File: src/rtl/crypto_pkg.sv
// crypto_pkg
//   Shared types and helpers for the iterative Feistel engine.
//   - state_e        : engine sequencing states
//   - MODE_ENC/DEC   : operation mode encoding
//   - round_key()    : per-round key, (key + i) mod 2^h
//   - feistel_f()    : round function, rotl_h(x ^ rk, rot)
//   Helpers work on a MAX_H-wide container and take the half width h as an
//   argument, so one package serves every DATA_W up to 2*MAX_H.
package crypto_pkg;

  typedef enum logic [1:0] {
    IDLE = 2'd0,
    RUN  = 2'd1,
    DONE = 2'd2
  } state_e;

  localparam logic MODE_ENC = 1'b0;
  localparam logic MODE_DEC = 1'b1;

  localparam int MAX_H = 64;

  typedef logic [MAX_H-1:0] word_t;

  // All-ones mask for the low h bits.
  function automatic word_t h_mask(input int unsigned h);
    if (h >= MAX_H) return '1;
    return (word_t'(1) << h) - word_t'(1);
  endfunction

  // Round key for round index i; the addition wraps mod 2^h.
  function automatic word_t round_key(input word_t key, input word_t i,
                                      input int unsigned h);
    return (key + i) & h_mask(h);
  endfunction

  // F(x, rk) = rotl_h(x ^ rk, rot), rotation confined to h bits.
  function automatic word_t feistel_f(input word_t x, input word_t rk,
                                      input int unsigned rot,
                                      input int unsigned h);
    word_t y;
    y = (x ^ rk) & h_mask(h);
    if (rot == 0) return y;
    return ((y << rot) | (y >> (h - rot))) & h_mask(h);
  endfunction

endpackage

File: src/rtl/crypto_feistel_engine_round.sv
// crypto_feistel_round
//   One combinational Feistel round, usable in either direction.
//   Ports:
//     l, r     : current half-words
//     rk       : round key for this round
//     mode     : MODE_ENC or MODE_DEC
//     l_next,
//     r_next   : half-words after the round
//   Encrypt: L' = R, R' = L ^ F(R, rk)
//   Decrypt: R' = L, L' = R ^ F(L, rk)   (exact inverse of the encrypt round)
module crypto_feistel_round
  import crypto_pkg::*;
#(
  parameter int H   = 8,
  parameter int ROT = 1
) (
  input  logic [H-1:0] l,
  input  logic [H-1:0] r,
  input  logic [H-1:0] rk,
  input  logic         mode,
  output logic [H-1:0] l_next,
  output logic [H-1:0] r_next
);

  logic [H-1:0] f_in;
  logic [H-1:0] f_out;

  // The round function always consumes the half that passes through
  // unchanged, which is R when encrypting and L when decrypting.
  assign f_in  = (mode == MODE_ENC) ? r : l;
  assign f_out = H'(feistel_f(word_t'(f_in), word_t'(rk), ROT, H));

  always_comb begin
    // NOTE: both outputs get a value on every path so no latch is inferred.
    l_next = r;
    r_next = l ^ f_out;
    if (mode == MODE_DEC) begin
      l_next = r ^ f_out;
      r_next = l;
    end
  end

endmodule

File: src/rtl/crypto_feistel_engine.sv
// crypto_feistel_engine
//   Iterative Feistel cipher, one round per clock, with a programmable key.
//   Parameters: DATA_W (even, >= 4), ROUNDS (1..255), ROT (0 <= ROT < DATA_W/2)
//   Ports:
//     clk          : clock, rising edge
//     rst          : synchronous active-high reset
//     data_in      : word sampled with an accepted request
//     enc, dec     : single-cycle encrypt / decrypt request
//     key_in       : key value, loaded when key_load is high in IDLE
//     key_load     : key register write strobe
//     data_out     : last completed result, held until the next completion
//     busy         : operation in progress (state != IDLE)
//     result_ready : one-cycle pulse, data_out valid
//     err          : one-cycle pulse after enc and dec both high in IDLE
module crypto_feistel_engine
  import crypto_pkg::*;
#(
  parameter int DATA_W = 16,
  parameter int ROUNDS = 8,
  parameter int ROT    = 1
) (
  input  logic                clk,
  input  logic                rst,
  input  logic [DATA_W-1:0]   data_in,
  input  logic                enc,
  input  logic                dec,
  input  logic [DATA_W/2-1:0] key_in,
  input  logic                key_load,
  output logic [DATA_W-1:0]   data_out,
  output logic                busy,
  output logic                result_ready,
  output logic                err
);

  localparam int H  = DATA_W / 2;
  localparam int CW = $clog2(ROUNDS + 1);

  state_e          state_q;
  state_e          state_d;
  logic            mode_q;
  logic [CW-1:0]   cnt_q;
  logic [H-1:0]    key_q;
  logic [H-1:0]    l_q;
  logic [H-1:0]    r_q;
  logic [DATA_W-1:0] data_out_q;
  logic            err_q;

  logic            req_ok;
  logic            req_both;
  logic            last_round;
  logic [H-1:0]    rk;
  logic [H-1:0]    l_next;
  logic [H-1:0]    r_next;

  assign req_ok   = enc ^ dec;
  assign req_both = enc & dec;

  // Encrypt counts 0 up to ROUNDS-1, decrypt counts ROUNDS-1 down to 0.
  assign last_round = (mode_q == MODE_ENC) ? (cnt_q == CW'(ROUNDS - 1))
                                           : (cnt_q == '0);

  assign rk = H'(round_key(word_t'(key_q), word_t'(cnt_q), H));

  crypto_feistel_round #(
    .H   (H),
    .ROT (ROT)
  ) u_round (
    .l      (l_q),
    .r      (r_q),
    .rk     (rk),
    .mode   (mode_q),
    .l_next (l_next),
    .r_next (r_next)
  );

  // Next-state logic.
  always_comb begin
    state_d = state_q;
    unique case (state_q)
      IDLE:    if (req_ok) state_d = RUN;
      RUN:     if (last_round) state_d = DONE;
      DONE:    state_d = IDLE;
      default: state_d = IDLE;
    endcase
  end

  // NOTE: sequential blocks use non-blocking assignments so every register
  // samples pre-edge values, independent of statement order.
  always_ff @(posedge clk) begin
    if (rst) state_q <= IDLE;
    else     state_q <= state_d;
  end

  always_ff @(posedge clk) begin
    // NOTE: every register here, key included, is reset so an aborted
    // operation leaves nothing behind.
    if (rst) begin
      mode_q     <= MODE_ENC;
      cnt_q      <= '0;
      key_q      <= '0;
      l_q        <= '0;
      r_q        <= '0;
      data_out_q <= '0;
      err_q      <= 1'b0;
    end else begin
      err_q <= (state_q == IDLE) && req_both;
      unique case (state_q)
        IDLE: begin
          // Key and request in the same cycle: the new key is in key_q by
          // the first RUN cycle, so the operation uses it.
          if (key_load) key_q <= key_in;
          if (req_ok) begin
            l_q    <= data_in[DATA_W-1:H];
            r_q    <= data_in[H-1:0];
            mode_q <= dec ? MODE_DEC : MODE_ENC;
            cnt_q  <= dec ? CW'(ROUNDS - 1) : '0;
          end
        end
        RUN: begin
          l_q <= l_next;
          r_q <= r_next;
          // The result lands at the edge entering DONE so it is valid in the
          // same cycle that result_ready is high.
          if (last_round) begin
            data_out_q <= {l_next, r_next};
          end else if (mode_q == MODE_ENC) begin
            cnt_q <= cnt_q + CW'(1);
          end else begin
            cnt_q <= cnt_q - CW'(1);
          end
        end
        default: ;
      endcase
    end
  end

  assign data_out     = data_out_q;
  assign busy         = (state_q != IDLE);
  assign result_ready = (state_q == DONE);
  assign err          = err_q;

endmodule

File: config.mk
export PLATFORM = sky130hd
export DESIGN_NAME = crypto_feistel_engine
export DESIGN_NICKNAME = d
export VERILOG_FILES = /design/src/rtl/crypto_pkg.sv /design/src/rtl/crypto_feistel_engine_round.sv /design/src/rtl/crypto_feistel_engine.sv
export SDC_FILE = /design/constraint.sdc
export NUM_CORES = 1
export LEC_CHECK = 0
export ABC_AREA = 1
export CORE_MARGIN = 3
export CORE_UTILIZATION = 30
export DETAILED_ROUTE_END_ITERATION = 8
export MAX_ROUTING_LAYER = met4
export PLACE_DENSITY = 0.54
export SYNTH_ARGS = -nofsm -noshare
export SYNTH_HDL_FRONTEND = slang
export SYNTH_SLANG_ARGS = --single-unit
export TNS_END_PERCENT = 50
File: constraint.sdc
create_clock -name clk -period 2.8 [get_ports clk]
set_input_delay 0.56 -clock clk [delete_from_list [all_inputs] [get_ports clk]]
set_output_delay 0.56 -clock clk [all_outputs]
set_load 0.005 [all_outputs]
==> results.tsv, run 1 <==
metric	value	unit
Sequential Power Share	39.8	%
CTS tree	built	
Final TNS setup	0	ps
hold buffer count at CTS	0	
initial antenna violation count	0	
IO Pins	48	
Max Clock Freq	0.466	GHz
Final Cell Area	0.00354	mm2
Port-buffer cells	47	
share of post-route cells with drive strength above 1	5.35	%
final hold vios	0	
Layout area overhead	23.9	%
Final min period	2150	ps
Synth top cells by count	99 x nand2_1, 73 x nor2_1, 53 x inv_1, 48 x dfxtp_1, 31 x nand3_1	
switching share of power	37.4	%
CTS Sinks	48	
die height	104	um
max incr delay on CP	560	ps
gr usage total	14.2	%
die width	104	um
total detailed-routing wirelength	7.12	mm
asr flop ratio synth	0	%
detailed placement HPWL	5.24	mm
Syn Nets	482	
Avg Inst Size Synth	6.44	um2
Final nets	523	
CTS Buf Count	5	
DRC	0	
synth top area cells	dfxtp_1 34%, nand2_1 13%, nor2_1 9.6%, inv_1 7.0%, nand3_1 5.4%	
cell internal pwr	1.32	mW
crit path DAT	1590	ps
PD cells	596	mW/mm2
first-pass iteration count of the detailed router	4	
fin crit share	76.7	%
Syn. warnings	0	
core area	0.00898	mm2
max-cap viol count	0	
Synth area leader	dfxtp_1	
Worst Path Required	2240	ps
final hold slack	481	ps
outcome	completed	
Clock transition at path regs	90	ps
worst setup margin	654	ps
total die area	0.0107	mm2
DP Area	0.00343	mm2
first-pass GRT wire length	12.4	mm
CP endpoint kind	primary output	
H-tree levels	2	
Std-Cell Rows	34	
Diodes inserted	0	
Synth Register Bits	48	
Max clock buf depth	2	
Post-CTS Resized	0	
Post-Syn Area	0.00286	mm2
post-route clock skew	13.0	ps
RSZ-0062 raised after global routing	false	
VDD IR max	241	uV
clock share of power	24.7	%
vias	2815	
sequential share of the synthesized area	33.6	%
Worst setup SP type	flip-flop	
via/cell ratio	4.60	
Final Util	39.4	%
Slew @ Worst Pin	508	ps
final RePlAce weighted congestion	0.817	
Pleak	1.59	nW
worst slack, placed	485	ps
Slew headroom	66.1	%
largest net degree at the start of global routing	33	
number of synthesized flops with an enable pin	0	
Sw Pwr	788	uW
count of cell types in the netlist	28	
initial detailed-routing violation count	155	
crit-path cells	nor2_1 -> inv_1 -> clkdlybuf4s50_1	
Main synth FF type	dfxtp_1	
Slowest-stage cell, CP	dfxtp_1	
initial core utilization	31.8	%
final setup violation count	0	
root buffer cell	clkbuf_8	
GRT overflow	0	
ANT nets after route	0	
Hold Path Class	reg -> reg	
Comb power frac	35.5	%
Clock Latency Late Sink	310	ps
top cell type's share of synthesized area	33.6	%
Routed wire per std cell	11.6	um
crit path max fanout	11	
most common cell in the netlist	nand2_1	
vias in the first global route	2645	
CP Class	reg -> out	
Max Slew Vio Count	0	
post-CTS setup buffers	0	
Syn Inst Count	444	
-- layer usage --
layer	vias up	global-route usage, %	routed length, um
li1	1490	-	-
met1	1270	17.9	3630
met2	48	23.2	3120
met3	7	2.67	273
met4	0	4.18	97
met5	-	-	0
-- placed cells by master, fill, tap and decap left out, types with 7 or more instances in the layout --
cell / count
dfxtp_1: 48
ha_1: 7
a21oi_1: 22
inv_1: 53
xor2_1: 8
nand4_1: 10
o21ai_0: 22
buf_4: 7
nand2_1: 99
nor2_1: 73
nand3_1: 31
o21ai_1: 22
clkdlybuf4s50_1: 47
-- cell families (layout without fill, tap and decap cells) --
group	after synthesis	after routing	synth area share [%]
simple gates	228	228	33.5
buf+inv	75	117	11.1
compound gates	72	72	13.6
flops	48	48	33.6
xor+xnor	12	12	3.68
fa+ha+maj	9	9	4.47
-- worst paths after layout --
path	startpoint	end	slack, ps	cells past startpoint
min reg2reg	key_q[7]	key_q[7]	480	2
max	state_q[0]	busy	650	3
min	key_q[7]	key_q[7]	480	2
max reg2reg	cnt_q[0]	data_out[5]	750	12
-- final cells by class --
class | count | area, um2
Sequential cell | 48 | 961
Multi-Input combinational cell | 321 | 1580
Fill cell | 944 | 5440
Inverter | 55 | 206
Clock inverter | 3 | 42.5
Clock buffer | 5 | 68.8
Tap cell | 126 | 158
Timing Repair Buffer | 54 | 523
-- flip-flops by register name, summed over array words and instances, names as in the netlist --
| register | count |
|---|---|
| key_q | 8 |
| state_q | 2 |
| err | 1 |
| mode_q | 1 |
| cnt_q | 4 |
| r_q | 8 |
| l_q | 8 |
| data_out | 16 |
-- power by group through the flow --
stage               Combinational (mW)  Clock [mW]  Sequential, mW
finish                           0.749       0.521           0.838
global route                     0.872       0.558           0.853
CTS                              0.756       0.536           0.839
detailed placement               0.753           0           0.855
global placement                 0.739           0           0.853
floorplan                        0.557           0           0.833
-- worst max-delay path, delay by kind of cell (launching register included) --
| family | cells | cell delay (ps) |
|---|---|---|
| flip-flops | 1 | 560 |
| AND/OR/NAND/NOR | 1 | 130 |
| buffers and inverters | 2 | 590 |
-- metrics by stage --
stage | instances | power, mW
final | 612 | 2.11
after global routing | 612 | 2.28
after CTS | 612 | 2.13
after detailed placement | 604 | 1.61
after global placement | 604 | 1.59
after floorplan | 444 | 1.39
Power figures use the tool's default switching activity.
==> inputs of run 2 (changes only) <==
Settings changed: PLACE_DENSITY 0.54 to 0.56.
Clock period 2.8 ns to 1.9 ns, I/O delays scaled along.
==> run 2 against run 1 <==
- sequential cell count did not move
- critical path depth rose by 9
- count of clock-buffer cells in the layout rose by 1
- largest cell class unchanged
- final area is 7.6% higher
- utilization increased by 3.0 points
- critical endpoint is now data_out[5]
- sequential share of layout area down 1.8 points
- clock skew fell by 6.8 ps
- register-to-register slack worse by 660 ps
- non-clock buffer count up 14
==> results.tsv, run 2 (same netlist as run 1, synthesis figures left out) <==
metric	value	unit	change
outcome	completed		
crit-path most repeated cell	nand2_2		
max-cap viol count	0		unchanged
max reg flops	16		unchanged
GRT overflow	0		unchanged
CP Class	reg -> reg		
cell internal pwr	2.07	mW	+57%
Pleak	1.69	nW	+5.8%
Slowest-stage cell, CP	fa_2		
initial core utilization	31.8	%	unchanged
Std-Cell Rows	34		unchanged
GR Layer Usage met3	2.05	%	-0.62 points
Clock transition at path regs	90	ps	about the same
gr usage total	14.0	%	-0.19 points
total die area	0.0107	mm2	unchanged
Sequential Power Share	37.5	%	-2.3 points
final setup violation count	0		unchanged
Buf/Inv on CP	1		-1
met2 usage	22.4	%	-0.84 points
DRC	0		unchanged
commonest non-fill, non-tap cell in the layout	nand2_1		
max incr delay on CP	380	ps	-180 ps
Port-buffer cells	47		unchanged
final hold vios	0		unchanged
CTS Sinks	48		unchanged
most frequent cells in the layout	88 x nand2_1, 72 x nor2_1, 53 x inv_1		
Worst Path Required	2110	ps	-130 ps
CP top delay family	simple AND/OR/NAND/NOR gates		
Sw Pwr	1.20	mW	+52%
Max clock buf depth	2		unchanged
via/cell ratio	4.55		-1.0%
Max Clock Freq	0.554	GHz	
crit path max fanout	4		-7
switching share of power	36.7	%	-0.64 points
Final nets	537		+2.7%
Power Total	3.27	mW	+55%
Layout area overhead	33.2	%	
Clock Latency Late Sink	300	ps	about the same
Non-Filler Instances	626		+2.3%
Comb power frac	39.7	%	+4.2 points
grt met1 use	18.4	%	+0.45 points
Max Slew Vio Count	0		unchanged
initial detailed-routing violation count	131		-15%
vias	2850		+1.2%
H-tree levels	2		unchanged
die width	104	um	unchanged
initial antenna violation count	0		unchanged
Diodes inserted	0		unchanged
fill count	913		-3.3%
crit path DAT	2010	ps	+420 ps
Final min period	1810	ps	
total detailed-routing wirelength	7.24	mm	+1.6%
largest net degree at the start of global routing	33		unchanged
core area	0.00898	mm2	unchanged
final RePlAce weighted congestion	0.814		-0.34%
post-route clock skew	6.12	ps	-6.84 ps
IO Pins	48		unchanged
VDD IR max	349	uV	+45%
first-pass iteration count of the detailed router	4		unchanged
hold buffer count at CTS	0		unchanged
first-pass GRT wire length	12.3	mm	-0.56%
root buffer cell	clkbuf_8		
share of post-route cells with drive strength above 1	12.6	%	+7.3 points
CTS Buf Count	5		unchanged
CTS tree	built		
Worst setup SP type	flip-flop		
Slew headroom	75.4	%	+9.3 points
fin crit share	95.0	%	
vias in the first global route	2629		-0.60%
detailed placement HPWL	5.49	mm	+4.8%
PD cells	859	mW/mm2	+44%
Routed wire per std cell	11.6	um	-0.70%
ANT nets after route	0		unchanged
Hold Path Class	reg -> reg		
Placed Cells	618		+2.3%
clock share of power	22.7	%	-2.0 points
CP endpoint kind	flip-flop		
crit-path cells	ha_4 -> fa_2 -> nand2_2 -> nand2_4 -> nand2_2 -> nand2_4 -> nand3_4 -> nand3_2 -> nand2_2 -> nand3_2 -> o21ai_1 -> inv_1		
RSZ-0062 raised after global routing	true		
Slew @ Worst Pin	368	ps	-140 ps
Top Usage Layer GRT	met2		
die height	104	um	unchanged
post-CTS setup buffers	0		unchanged
-- run 2: power by group through the flow --
stage / Sequential, mW / Combinational, mW / Clock [mW]
after floorplan: 1.23 / 0.821 / 0
after global placement: 1.24 / 1.20 / 0
after detailed placement: 1.24 / 1.22 / 0
after CTS: 1.22 / 1.23 / 0.769
after global routing: 1.24 / 1.48 / 0.800
final: 1.23 / 1.30 / 0.743
-- run 2: worst min-delay path, cell delays in order (launching register included) --
cell     delay (ps)
dfxtp_1         320
inv_1            70
a21oi_1          50
-- run 2: final cells by class --
type | instances | area (um2) | share of cell area [%]
clock buffer | 6 | 72.6 | 1.91
clock inverter | 2 | 35.0 | 0.920
inverter | 55 | 209 | 5.49
multi-input combinational | 321 | 1700 | 44.8
sequential | 48 | 963 | 25.3
tap | 126 | 158 | 4.14
timing repair buffer | 68 | 666 | 17.5
-- run 2: worst paths after layout --
check | startpoint | to | slack (ps) | depth (start not counted)
setup / recovery | cnt_q[0] | data_out[5] | 90 | 12
hold / removal | key_q[7] | key_q[7] | 480 | 2
setup reg to reg | cnt_q[0] | data_out[5] | 90 | 12
hold reg to reg | key_q[7] | key_q[7] | 480 | 2
-- run 2: what timing repair did --
action,4_1_cts,5_1_grt
pin swaps,1,8
gates resized for setup,6,28
cloned,0,0
endpoints found under the setup margin,11,26
-- run 2: routing by layer --
metal  share of wire, %  wire length (um)
met4                1.3                97
met5                  0                 0
met2                 45              3250
met1                 50              3630
met3                3.4               247
-- run 2: per-stage QoR --
step | cell area [um2] | util [%] | TNS, ps | hold WS [ps] | setup WS, ps
final | 3810 | 42.4 | 0 | 476 | 94.7
after global routing | 3810 | 42.4 | -176 | 530 | -43.1
after CTS | 3700 | 41.2 | -6.52 | 482 | -6.52
after detailed placement | 3570 | 39.8 | -1860 | 470 | -156
after global placement | 3570 | 39.8 | -1460 | 467 | -125
after floorplan | 2860 | - | 0 | 445 | 73.9
